--- config.mk ---
export PLATFORM = sky130hd
export DESIGN_NAME = file_copy_engine
export DESIGN_NICKNAME = d
export VERILOG_FILES = /design/src/rtl/file_copy_pkg.sv /design/src/rtl/copy_addr_gen.sv /design/src/rtl/file_copy_engine.sv
export SDC_FILE = /design/constraint.sdc
export NUM_CORES = 1
export LEC_CHECK = 0
export BUFFER_PORTS_ARGS = -buffer_cell sky130_fd_sc_hd__buf_2
export CORE_UTILIZATION = 45
export DETAILED_ROUTE_END_ITERATION = 7
export PLACE_DENSITY = 0.73
export SETUP_SLACK_MARGIN = 0.5
export SYNTH_ARGS = -nofsm -noshare
export SYNTH_HDL_FRONTEND = slang
export SYNTH_SLANG_ARGS = --single-unit
--- constraint.sdc ---
create_clock -name clk -period 3.2 [get_ports clk]
set_input_delay 0.16 -clock clk [delete_from_list [all_inputs] [get_ports clk]]
set_output_delay 0.16 -clock clk [all_outputs]
set_load 0.02 [all_outputs]
--- src/rtl/file_copy_pkg.sv ---
// Shared definitions for the register-file block copy engine: default
// widths, the engine state encoding and the latched command record.
package file_copy_pkg;

  localparam int FC_ADDR_WIDTH = 8;
  localparam int FC_DATA_WIDTH = 32;
  localparam int FC_LEN_WIDTH  = 9;

  typedef enum logic [1:0] {
    IDLE   = 2'd0,
    COPY   = 2'd1,
    VERIFY = 2'd2,
    DONE   = 2'd3
  } state_t;

  typedef struct packed {
    logic [FC_ADDR_WIDTH-1:0] src;
    logic [FC_ADDR_WIDTH-1:0] dst;
    logic [FC_LEN_WIDTH-1:0]  len;
    logic                     verify;
  } cmd_t;

endpackage

--- src/rtl/copy_addr_gen.sv ---
// Offset counter for the copy engine. A load picks the start offset and
// direction, each step moves one word, and the base addresses are added
// with natural wrap at the top of the file.
module copy_addr_gen
  import file_copy_pkg::*;
#(
  parameter int ADDR_WIDTH = FC_ADDR_WIDTH,
  parameter int LEN_WIDTH  = FC_LEN_WIDTH
) (
  input  logic                  clk,
  input  logic                  reset,
  input  logic                  load,
  input  logic                  load_down,
  input  logic [LEN_WIDTH-1:0]  load_len,
  input  logic                  step,
  input  logic [ADDR_WIDTH-1:0] src_base,
  input  logic [ADDR_WIDTH-1:0] dst_base,
  output logic [LEN_WIDTH-1:0]  offset,
  output logic                  last,
  output logic [ADDR_WIDTH-1:0] src_addr,
  output logic [ADDR_WIDTH-1:0] dst_addr
);

  logic                 down_q;
  logic [LEN_WIDTH-1:0] len_q;

  // Offset register: load sets start point and direction, step advances until the last word
  always_ff @(posedge clk or negedge reset) begin
    if (!reset) begin
      offset <= '0;
      down_q <= 1'b0;
      len_q  <= '0;
    end else if (load) begin
      offset <= load_down ? (load_len - LEN_WIDTH'(1)) : '0;
      down_q <= load_down;
      len_q  <= load_len;
    end else if (step && !last) begin
      offset <= down_q ? (offset - LEN_WIDTH'(1)) : (offset + LEN_WIDTH'(1));
    end
  end

  // Last-word detect and base+offset addition, truncated so addresses wrap
  always_comb begin
    last     = down_q ? (offset == '0) : (offset == (len_q - LEN_WIDTH'(1)));
    src_addr = src_base + offset[ADDR_WIDTH-1:0];
    dst_addr = dst_base + offset[ADDR_WIDTH-1:0];
  end

endmodule

--- src/rtl/file_copy_engine.sv ---
// Block copy master for a 1W/2R register file. Copies len words from a
// source region to a destination region (descending when dst > src so
// overlapping copies are safe), optionally re-reads both regions and
// reports the first differing destination address.
module file_copy_engine
  import file_copy_pkg::*;
#(
  parameter int ADDR_WIDTH = FC_ADDR_WIDTH,
  parameter int DATA_WIDTH = FC_DATA_WIDTH,
  parameter int LEN_WIDTH  = FC_LEN_WIDTH
) (
  input  logic                  clk,
  input  logic                  reset,
  input  logic                  cmd_valid_in,
  output logic                  cmd_ready_out,
  input  logic [ADDR_WIDTH-1:0] cmd_src_in,
  input  logic [ADDR_WIDTH-1:0] cmd_dst_in,
  input  logic [LEN_WIDTH-1:0]  cmd_len_in,
  input  logic                  cmd_verify_in,
  output logic                  busy_out,
  output logic                  done_out,
  output logic                  mismatch_out,
  output logic [ADDR_WIDTH-1:0] mismatch_addr_out,
  output logic [ADDR_WIDTH-1:0] write_addr_out,
  output logic                  write_out,
  output logic [DATA_WIDTH-1:0] write_data_out,
  output logic [ADDR_WIDTH-1:0] read_addr0_out,
  output logic [ADDR_WIDTH-1:0] read_addr1_out,
  output logic                  read_out,
  input  logic [DATA_WIDTH-1:0] read_data0_in,
  input  logic [DATA_WIDTH-1:0] read_data1_in,
  input  logic                  debugen_in
);

  state_t                state;
  state_t                state_next;
  cmd_t                  cmd_q;
  logic                  accept;
  logic                  gen_load;
  logic                  gen_load_down;
  logic [LEN_WIDTH-1:0]  gen_load_len;
  logic                  gen_step;
  logic [LEN_WIDTH-1:0]  gen_offset;
  logic                  gen_last;
  logic [ADDR_WIDTH-1:0] src_addr;
  logic [ADDR_WIDTH-1:0] dst_addr;

  assign accept        = (state == IDLE) && cmd_valid_in;
  assign gen_load      = accept || ((state == COPY) && gen_last && cmd_q.verify);
  assign gen_load_down = (state == IDLE) && (cmd_dst_in > cmd_src_in);
  assign gen_load_len  = (state == IDLE) ? cmd_len_in : cmd_q.len;
  assign gen_step      = (state == COPY) || (state == VERIFY);

  copy_addr_gen #(
    .ADDR_WIDTH(ADDR_WIDTH),
    .LEN_WIDTH (LEN_WIDTH)
  ) u_addr_gen (
    .clk      (clk),
    .reset    (reset),
    .load     (gen_load),
    .load_down(gen_load_down),
    .load_len (gen_load_len),
    .step     (gen_step),
    .src_base (cmd_q.src),
    .dst_base (cmd_q.dst),
    .offset   (gen_offset),
    .last     (gen_last),
    .src_addr (src_addr),
    .dst_addr (dst_addr)
  );

  // State register
  always_ff @(posedge clk or negedge reset) begin
    if (!reset) state <= IDLE;
    else        state <= state_next;
  end

  // Next-state: zero-length commands skip straight to DONE, verify follows copy when asked
  always_comb begin
    state_next = state;
    case (state)
      IDLE:    if (cmd_valid_in) state_next = (cmd_len_in != '0) ? COPY : DONE;
      COPY:    if (gen_last) state_next = cmd_q.verify ? VERIFY : DONE;
      VERIFY:  if (gen_last) state_next = DONE;
      DONE:    state_next = IDLE;
      default: state_next = IDLE;
    endcase
  end

  // File port drive: copy passes read port 0 straight to the write port, verify reads both regions
  always_comb begin
    cmd_ready_out  = (state == IDLE);
    busy_out       = (state != IDLE);
    done_out       = (state == DONE);
    write_out      = 1'b0;
    write_addr_out = '0;
    write_data_out = '0;
    read_out       = 1'b0;
    read_addr0_out = '0;
    read_addr1_out = '0;
    case (state)
      COPY: begin
        read_out       = 1'b1;
        read_addr0_out = src_addr;
        write_out      = 1'b1;
        write_addr_out = dst_addr;
        write_data_out = read_data0_in;
      end
      VERIFY: begin
        read_out       = 1'b1;
        read_addr0_out = src_addr;
        read_addr1_out = dst_addr;
      end
      default: ;
    endcase
  end

  // Command latch and sticky first-mismatch capture, cleared on every accepted command
  always_ff @(posedge clk or negedge reset) begin
    if (!reset) begin
      cmd_q             <= '0;
      mismatch_out      <= 1'b0;
      mismatch_addr_out <= '0;
    end else if (accept) begin
      cmd_q             <= '{src: cmd_src_in, dst: cmd_dst_in, len: cmd_len_in, verify: cmd_verify_in};
      mismatch_out      <= 1'b0;
      mismatch_addr_out <= '0;
    end else if ((state == VERIFY) && (read_data0_in != read_data1_in) && !mismatch_out) begin
      mismatch_out      <= 1'b1;
      mismatch_addr_out <= dst_addr;
    end
  end

`ifndef SYNTHESIS
  // Optional per-cycle trace of engine state and file port activity
  always @(posedge clk) begin
    if (debugen_in) begin
      $write("[fce] st=%0d idx=%0d wr=%b wa=%0h wd=%0h rd=%b ra0=%0h ra1=%0h\n",
             state, gen_offset, write_out, write_addr_out, write_data_out,
             read_out, read_addr0_out, read_addr1_out);
    end
  end
`endif

endmodule

==> results of run 1 <==
## timing repair
item                       CTS  global route
setup endpoints to repair    6            10
setup buffers                5            12
pin swaps                    3             9
hold buffers                 1             0
gates resized for setup      6            16
hold endpoints to repair     2             0
## area by class of cell
| cell class | count | area share |
|---|---|---|
| antenna | 1 | 0.000407 |
| clock buffer | 6 | 0.0118 |
| clock inverter | 1 | 0.00142 |
| inverter | 26 | 0.0159 |
| multi-input combinational | 462 | 0.548 |
| sequential | 56 | 0.229 |
| tap | 136 | 0.0277 |
| timing repair buffer | 188 | 0.166 |
## cells by family after synthesis
family,Yosys count
multiplexers,34
XOR/XNOR,64
adder cells (fa/ha/maj),38
AO/OA/AOI/OAI,97
flip-flops,56
AND/OR/NAND/NOR,229
buffers and inverters,45
## power breakdown
part	total (mW)	internal, mW	switching, mW	leakage [nW]
clock network	0.390	0.154	0.236	0.0417
logic	0.224	0.106	0.119	2.26
registers	0.707	0.707	0.0000000000266	0.720
## through the flow
| stage | instance area (um2) | utilization | instances |
|---|---|---|---|
| finish | 6150 | 0.593 | 876 |
| global route | 6150 | 0.593 | 876 |
| CTS | 5990 | 0.577 | 863 |
| detailed placement | 5830 | 0.562 | 850 |
| global placement | 5830 | 0.562 | 850 |
| floorplan | 4860 | - | 563 |
## cells in the mapped netlist, drive strengths merged (8+ instances only)
| cell type | number |
|---|---|
| nand2 | 78 |
| dfrtp | 56 |
| xnor2 | 52 |
| and2 | 50 |
| ha | 35 |
| nor2 | 33 |
| a21oi | 27 |
| o21ai | 27 |
| inv | 25 |
| mux2 | 18 |
| mux2i | 16 |
| clkbuf | 15 |
| nand4 | 15 |
| nor3 | 12 |
| xor2 | 12 |
| nand3 | 10 |
| nor4 | 8 |
| o21bai | 8 |
## worst min path at each step
stage                       endpoint  slack (ns)  depth (start not counted)           from
2_1_floorplan   cmd_q[0]$_DFFE_PN0P_       -0.14                          0          reset
3_5_place_dp   cmd_q[25]$_DFFE_PN0P_        0.35                          1          reset
3_3_place_gp   cmd_q[24]$_DFFE_PN0P_        0.34                          1          reset
4_1_cts         cmd_q[0]$_DFFE_PN0P_        0.04                          3  cmd_verify_in
5_1_grt         cmd_q[0]$_DFFE_PN0P_        0.05                          3  cmd_verify_in
6_report        cmd_q[0]$_DFFE_PN0P_        0.04                          3  cmd_verify_in
## layer usage
metal / wire (um) / up-vias
li1: - / 2301
met1: 5840 / 2168
met2: 7110 / 221
met3: 975 / 42
met4: 439 / 0
met5: 0 / -
## worst max-delay path, stage by stage, from the launching register on
cell	delay, ns
sky130_fd_sc_hd__dfrtp_2	0.45
sky130_fd_sc_hd__buf_4	0.18
sky130_fd_sc_hd__ha_1	0.27
sky130_fd_sc_hd__a21o_1	0.15
sky130_fd_sc_hd__a21oi_1	0.24
sky130_fd_sc_hd__o21bai_1	0.10
sky130_fd_sc_hd__a21oi_1	0.22
sky130_fd_sc_hd__o21ai_0	0.15
sky130_fd_sc_hd__xnor2_1	0.14
sky130_fd_sc_hd__nor2_1	0.10
sky130_fd_sc_hd__buf_2	0.19
## registers in the layout, indices dropped and copies added (netlist names)
name,flops
state,2
u_addr_gen.offset,9
u_addr_gen.len_q,9
u_addr_gen.down_q,1
cmd_q,26
mismatch_out,1
mismatch_addr_out,8
==> results.toml, run 1 <==
[run_status]
status = "complete, no violations"

[cts]
cts.root.buffer_cell = "sky130_fd_sc_hd__clkbuf_8"
worst_setup_hold_path_clk_slew_ns = 0.10
clock_insertion_delay_worst_skew_ns = 0.31
cts_buffers = 5
clkSinkCount = 56
tritoncts = "done"
clk_path_buf_depth = 2
cts_htree_levels = 2

[global_routing]
track_usage = 0.255
global_route_wire_length_before_repair_mm = 22.5
grt_antenna_before_repair = 1
grt_overflow_total = 0
global_route.peak_usage_layer = "met2"
gr-usage-met1 = 0.303
grtUsageMet2 = 0.455
met3_usage = 0.0408
grt_start_max_net_pins = 43
via_count_of_the_first_global_routing_pass = 4591

[sta]
worst_clock_skew_ns = 0.00463
finalSetupViolCount = 0
final.min_clock_period_ns = 2.64
relative_slew_margins = 0.381
final.setup.tns_ns = 0
finalHoldViolCount = 0
setup_slack_ns = 0.556
fmax_mhz = 378
worst_hold_slack_ns = 0.0375
timing_worst_slew_pin_value_ns = 0.929
maxSlewViolCount = 0
final_min_period_over_clock_period = 0.826
grt_setup_unrepaired = "yes"

[place]
detailedPlacementHpwl_mm = 11.0
gp_congestion = 0.874
io_buffer_count = 162
dp_worst_setup_slack_ns = 0.432

[synthesis]
yosys.area_share.xor_xnor = 0.116
synth_cells = 563
yosysWarnings = 0
ys_ff_latch = 56
synth-compound-area-share = 0.138
yosys-mux-area-fraction = 0.0757
area_contributors_post_synth = "sky130_fd_sc_hd__dfrtp_1 (29%), sky130_fd_sc_hd__xnor2_1 (9.4%), sky130_fd_sc_hd__ha_1 (9.0%)"
synth_edf_count = 0
ys_dominant_reg_cell = "sky130_fd_sc_hd__dfrtp_1"
synthArstFlopShare = 1.00
synth_fa_ha_area_frac = 0.103
simple_gate_portion_of_the_synthesized_area = 0.243
yosysUniqueCellTypes = 59
syn_avg_cell_area_um2 = 8.60
post-synth-top-area-fraction = 0.289
synth.yosys.seq_area_share = 0.289
syn-num-nets = 695
synth_area_um2 = 4840
synth_top_family_by_area = "simple AND/OR/NAND/NOR gates"
synth_top_area_cell = "sky130_fd_sc_hd__dfrtp_1"

[pwr]
vdd_ir_drop_max_mv = 0.176
power_density_nw_per_um2 = 215
power.static_leakage_nw = 3.02
totalPowerFinal_mw = 1.32

[drt]
total_wirelength_mm = 14.4
drt_first_iter_violations = 385
detail_route.vias_per_cell = 5.40
dr_total_vias = 4732
drt-pass1-iter-count = 5
antenna_violating_nets_remaining = 0
remaining_drc_errors = 0
avgRoutedWirePerCell_um = 16.4

[min_path]
hp-class = "input pin to flip-flop"

[worst_setup_path]
worstReg2RegStart = "u_addr_gen.len_q[3]$_DFFE_PN0P_"
worst_reg_to_reg_setup_slack_ns = 0.63
endpoint = "read_addr0_out[7]"
critPathCaptureType = "output pin"
worstSetupPathType = "flip-flop to output pin"
critical_path.startpoint_type = "flip-flop"
cp.arrival_ns = 2.48
timing.critical_path.fanout_max = 6
startpoint = "u_addr_gen.offset[1]$_DFFE_PN0P_"
crit-reg2reg-capture = "state[1]$_DFFE_PN0P_"
worst_r2r_path_depth = 7
required_ns = 3.04

[floorplan]
starting_density_of_the_core = 0.467
die-height_um = 106
rows = 37
die_x_um = 106
core_area_um2 = 10400
fp.dieArea_um2 = 11200
floorplan.io_pins = 164

[cells_and_area]
layout_overhead_on_the_synthesized_area_pct = 27.0
final_layout_size_suffix_gt1_frac = 0.330
layout_commonest_cell = "sky130_fd_sc_hd__buf_2"
final-seq-area_um2 = 1410
finalNetCount = 871
mostFrequentLayoutCells = "sky130_fd_sc_hd__buf_2 (162), sky130_fd_sc_hd__nand2_1 (78), sky130_fd_sc_hd__xnor2_1 (51), sky130_fd_sc_hd__dfrtp_1 (51), sky130_fd_sc_hd__and2_1 (50)"
multi_input_area_um2 = 3370
filler_cell_count = 913

[job]
drv_cap = 0
No activity file was read; power rests on OpenSTA's default activity.
==> run 2, diff against run 1 <==
--- a/config.mk
+++ b/config.mk
@@ -5,10 +5,11 @@
 export SDC_FILE = /design/constraint.sdc
 export NUM_CORES = 1
 export LEC_CHECK = 0
+export ABC_AREA = 1
 export BUFFER_PORTS_ARGS = -buffer_cell sky130_fd_sc_hd__buf_2
 export CORE_UTILIZATION = 45
 export DETAILED_ROUTE_END_ITERATION = 7
-export PLACE_DENSITY = 0.73
+export PLACE_DENSITY = 0.75
 export SETUP_SLACK_MARGIN = 0.5
 export SYNTH_ARGS = -nofsm -noshare
 export SYNTH_HDL_FRONTEND = slang
==> constraint.sdc (replaced) <==
create_clock -name clk -period 2.3 [get_ports clk]
set_input_delay 0.115 -clock clk [delete_from_list [all_inputs] [get_ports clk]]
set_output_delay 0.115 -clock clk [all_outputs]
set_load 0.02 [all_outputs]
==> results.toml, run 2 <==
[worst_setup_path]
endpoint = "write_addr_out[6]"
required_ns = 2.18
worst_reg_to_reg_setup_slack_ns = 0.17
worstReg2RegStart = "u_addr_gen.len_q[1]$_DFFE_PN0P_"
worstSetupPathType = "flip-flop to output pin"
count_of_cell_instances_traversed_by_the_critical_path = 11
timing.critical_path.slowest_cell_delay_ns = 0.48
crit-reg2reg-capture = "u_addr_gen.offset[8]$_DFFE_PN0P_"
startpoint = "u_addr_gen.offset[0]$_DFFE_PN0P_"
worst_r2r_path_depth = 14
cp.arrival_ns = 2.25
critical_path.most_common_cell = "sky130_fd_sc_hd__nor2_1"
critical_path.startpoint_type = "flip-flop"
crit_path_cell_trace = "ha_4 -> fa_2 -> nand3_2 -> nand2_2 -> a21oi_2 -> nor2_1 -> nor2_1 -> xor2_1 -> buf_4 -> nor2_2 -> buf_6"
crit_slowest_cell = "sky130_fd_sc_hd__dfrtp_2"
crit_buf_inv = 2
critPathCaptureType = "output pin"
timing.critical_path.fanout_max = 3
critPathTopFamily = "adder cells"

[floorplan]
rows = 37
die-height_um = 106
die_x_um = 106
fp.dieArea_um2 = 11300
core_area_um2 = 10500
floorplan.io_pins = 164
starting_density_of_the_core = 0.470

[sta]
relative_slew_margins = 0.494
maxSlewViolCount = 0
grt_setup_unrepaired = "yes"
worst_clock_skew_ns = 0.0102
final.min_clock_period_ns = 2.37
worst_hold_slack_ns = 0.0147
timing_worst_slew_pin_value_ns = 0.759
final_min_period_over_clock_period = 1.03
finalHoldViolCount = 0
fmax_mhz = 422
finalSetupViolCount = 3
setup_slack_ns = -0.0690
final.setup.tns_ns = -0.174

[place]
dp_worst_setup_slack_ns = 0.126
place.detailed.instances = 1008
io_buffer_count = 162
place_area_um2 = 6020
gp_congestion = 0.857
detailedPlacementHpwl_mm = 10.7

[synthesis]
ys_top_cells_by_count = "sky130_fd_sc_hd__nand2_1 (211), sky130_fd_sc_hd__inv_1 (101), sky130_fd_sc_hd__nor2_1 (59), sky130_fd_sc_hd__dfrtp_1 (56)"
synth_area_um2 = 4910
synth_cells = 717
syn_avg_cell_area_um2 = 6.85
syn-num-nets = 849
synth_edf_count = 0
ys_dominant_reg_cell = "sky130_fd_sc_hd__dfrtp_1"
synthArstFlopShare = 1.00
yosysUniqueCellTypes = 40
area_contributors_post_synth = "sky130_fd_sc_hd__dfrtp_1 (29%), sky130_fd_sc_hd__nand2_1 (16%), sky130_fd_sc_hd__ha_1 (8.9%)"
yosysWarnings = 0
ys_ff_latch = 56
synth.yosys.seq_area_share = 0.285
post-synth-top-area-fraction = 0.285
synth_top_area_cell = "sky130_fd_sc_hd__dfrtp_1"
yosysMostFrequentCell = "sky130_fd_sc_hd__nand2_1"

[cells_and_area]
final_cells = 1067
largest_register_ff_count = 26
finalNetCount = 1063
utilization = 0.692
final_layout_size_suffix_gt1_frac = 0.396
filler_cell_count = 825
layout_commonest_cell = "sky130_fd_sc_hd__nand2_1"
top_reg_by_flops = "cmd_q"
biggestRegsByFlops = "cmd_q x26, u_addr_gen.len_q x9, u_addr_gen.offset x9"
mostFrequentLayoutCells = "sky130_fd_sc_hd__nand2_1 (187), sky130_fd_sc_hd__buf_2 (143), sky130_fd_sc_hd__inv_1 (89)"
multi_input_area_um2 = 3670
final-seq-area_um2 = 1410
antenna_cells_inserted = 0
layout_overhead_on_the_synthesized_area_pct = 47.3
final_design_area_no_fill_um2 = 7240

[cts]
clock_insertion_delay_worst_skew_ns = 0.32
worst_setup_hold_path_clk_slew_ns = 0.10
clkSinkCount = 56
cts.root.buffer_cell = "sky130_fd_sc_hd__clkbuf_8"
tritoncts = "done"
cts_htree_levels = 2
cts_buffers = 5
clk_path_buf_depth = 2

[global_routing]
grt_overflow_total = 0
track_usage = 0.274
global_route_wire_length_before_repair_mm = 24.6
via_count_of_the_first_global_routing_pass = 5018
grt_start_max_net_pins = 57
grt_antenna_before_repair = 0

[drt]
antenna_violating_nets_remaining = 0
drt_first_iter_violations = 475
detail_route.vias_per_cell = 5.17
dr_total_vias = 5514
total_wirelength_mm = 16.4
remaining_drc_errors = 0
drt-pass1-iter-count = 6
avgRoutedWirePerCell_um = 15.3

[job]
drv_cap = 0

[pwr]
totalPowerFinal_mw = 11.2
power_density_nw_per_um2 = 1550
vdd_ir_drop_max_mv = 1.11
power.static_leakage_nw = 4.00

[run_status]
failed_checks = "negative setup slack"
status = "finished with violations"

[min_path]
hp-class = "input pin to flip-flop"
worstHoldPathCells = 3
[run 2: cells by family after synthesis]
logic type,after synthesis,synth area share
buffers and inverters,126,0.106
and+or+nand+nor,358,0.314
DFF,56,0.285
AOI/OAI and AO/OA,84,0.0950
xor gates and xnor gates,55,0.0980
adders and majority gates,38,0.101
[run 2: what timing repair did]
item	CTS	global route
hold buffers	1	0
gates resized for setup	110	62
setup endpoints to repair	83	85
setup buffers	29	15
cloned	6	1
hold endpoints to repair	56	0
pin swaps	38	43
[run 2: worst min-delay path by stage]
stage	from	end	slack, ns
6_report	cmd_dst_in[7]	cmd_q[17]$_DFFE_PN0P_	0.01
5_1_grt	cmd_dst_in[7]	cmd_q[17]$_DFFE_PN0P_	0.03
4_1_cts	cmd_dst_in[2]	cmd_q[12]$_DFFE_PN0P_	0.01
3_5_place_dp	reset	u_addr_gen.offset[7]$_DFFE_PN0P_	0.31
3_3_place_gp	reset	u_addr_gen.offset[7]$_DFFE_PN0P_	0.31
2_1_floorplan	reset	cmd_q[0]$_DFFE_PN0P_	-0.18
[run 2: area by class of cell]
class	instances	area share
Multi-Input combinational cell	541	0.507
Sequential cell	56	0.195
Timing Repair Buffer	222	0.208
Clock buffer	5	0.00951
Tap cell	136	0.0235
Clock inverter	2	0.00173
Inverter	105	0.0553
[run 2: report_power, final]
group / switching (mW) / internal (mW) / total [mW]
registers: 0.470 / 1.46 / 1.93
clock network: 0.331 / 0.208 / 0.538
logic: 5.11 / 3.66 / 8.77
total: 5.91 / 5.33 / 11.2
[run 2: per-layer routing]
layer  wire length [um]  track usage  up-vias
met1               6730        0.357     2550
met4                589        0.105        0
met5                  0            0        -
li1                   -            -     2711
met3                777       0.0294       49
met2               8260        0.466      204
[run 2: worst register-to-register path, delay by kind of cell (launching register included)]
family | cells | cell delay (ns)
xor+xnor | 1 | 0.17
buf+inv | 2 | 0.34
flops | 1 | 0.43
simple gates | 11 | 1.13
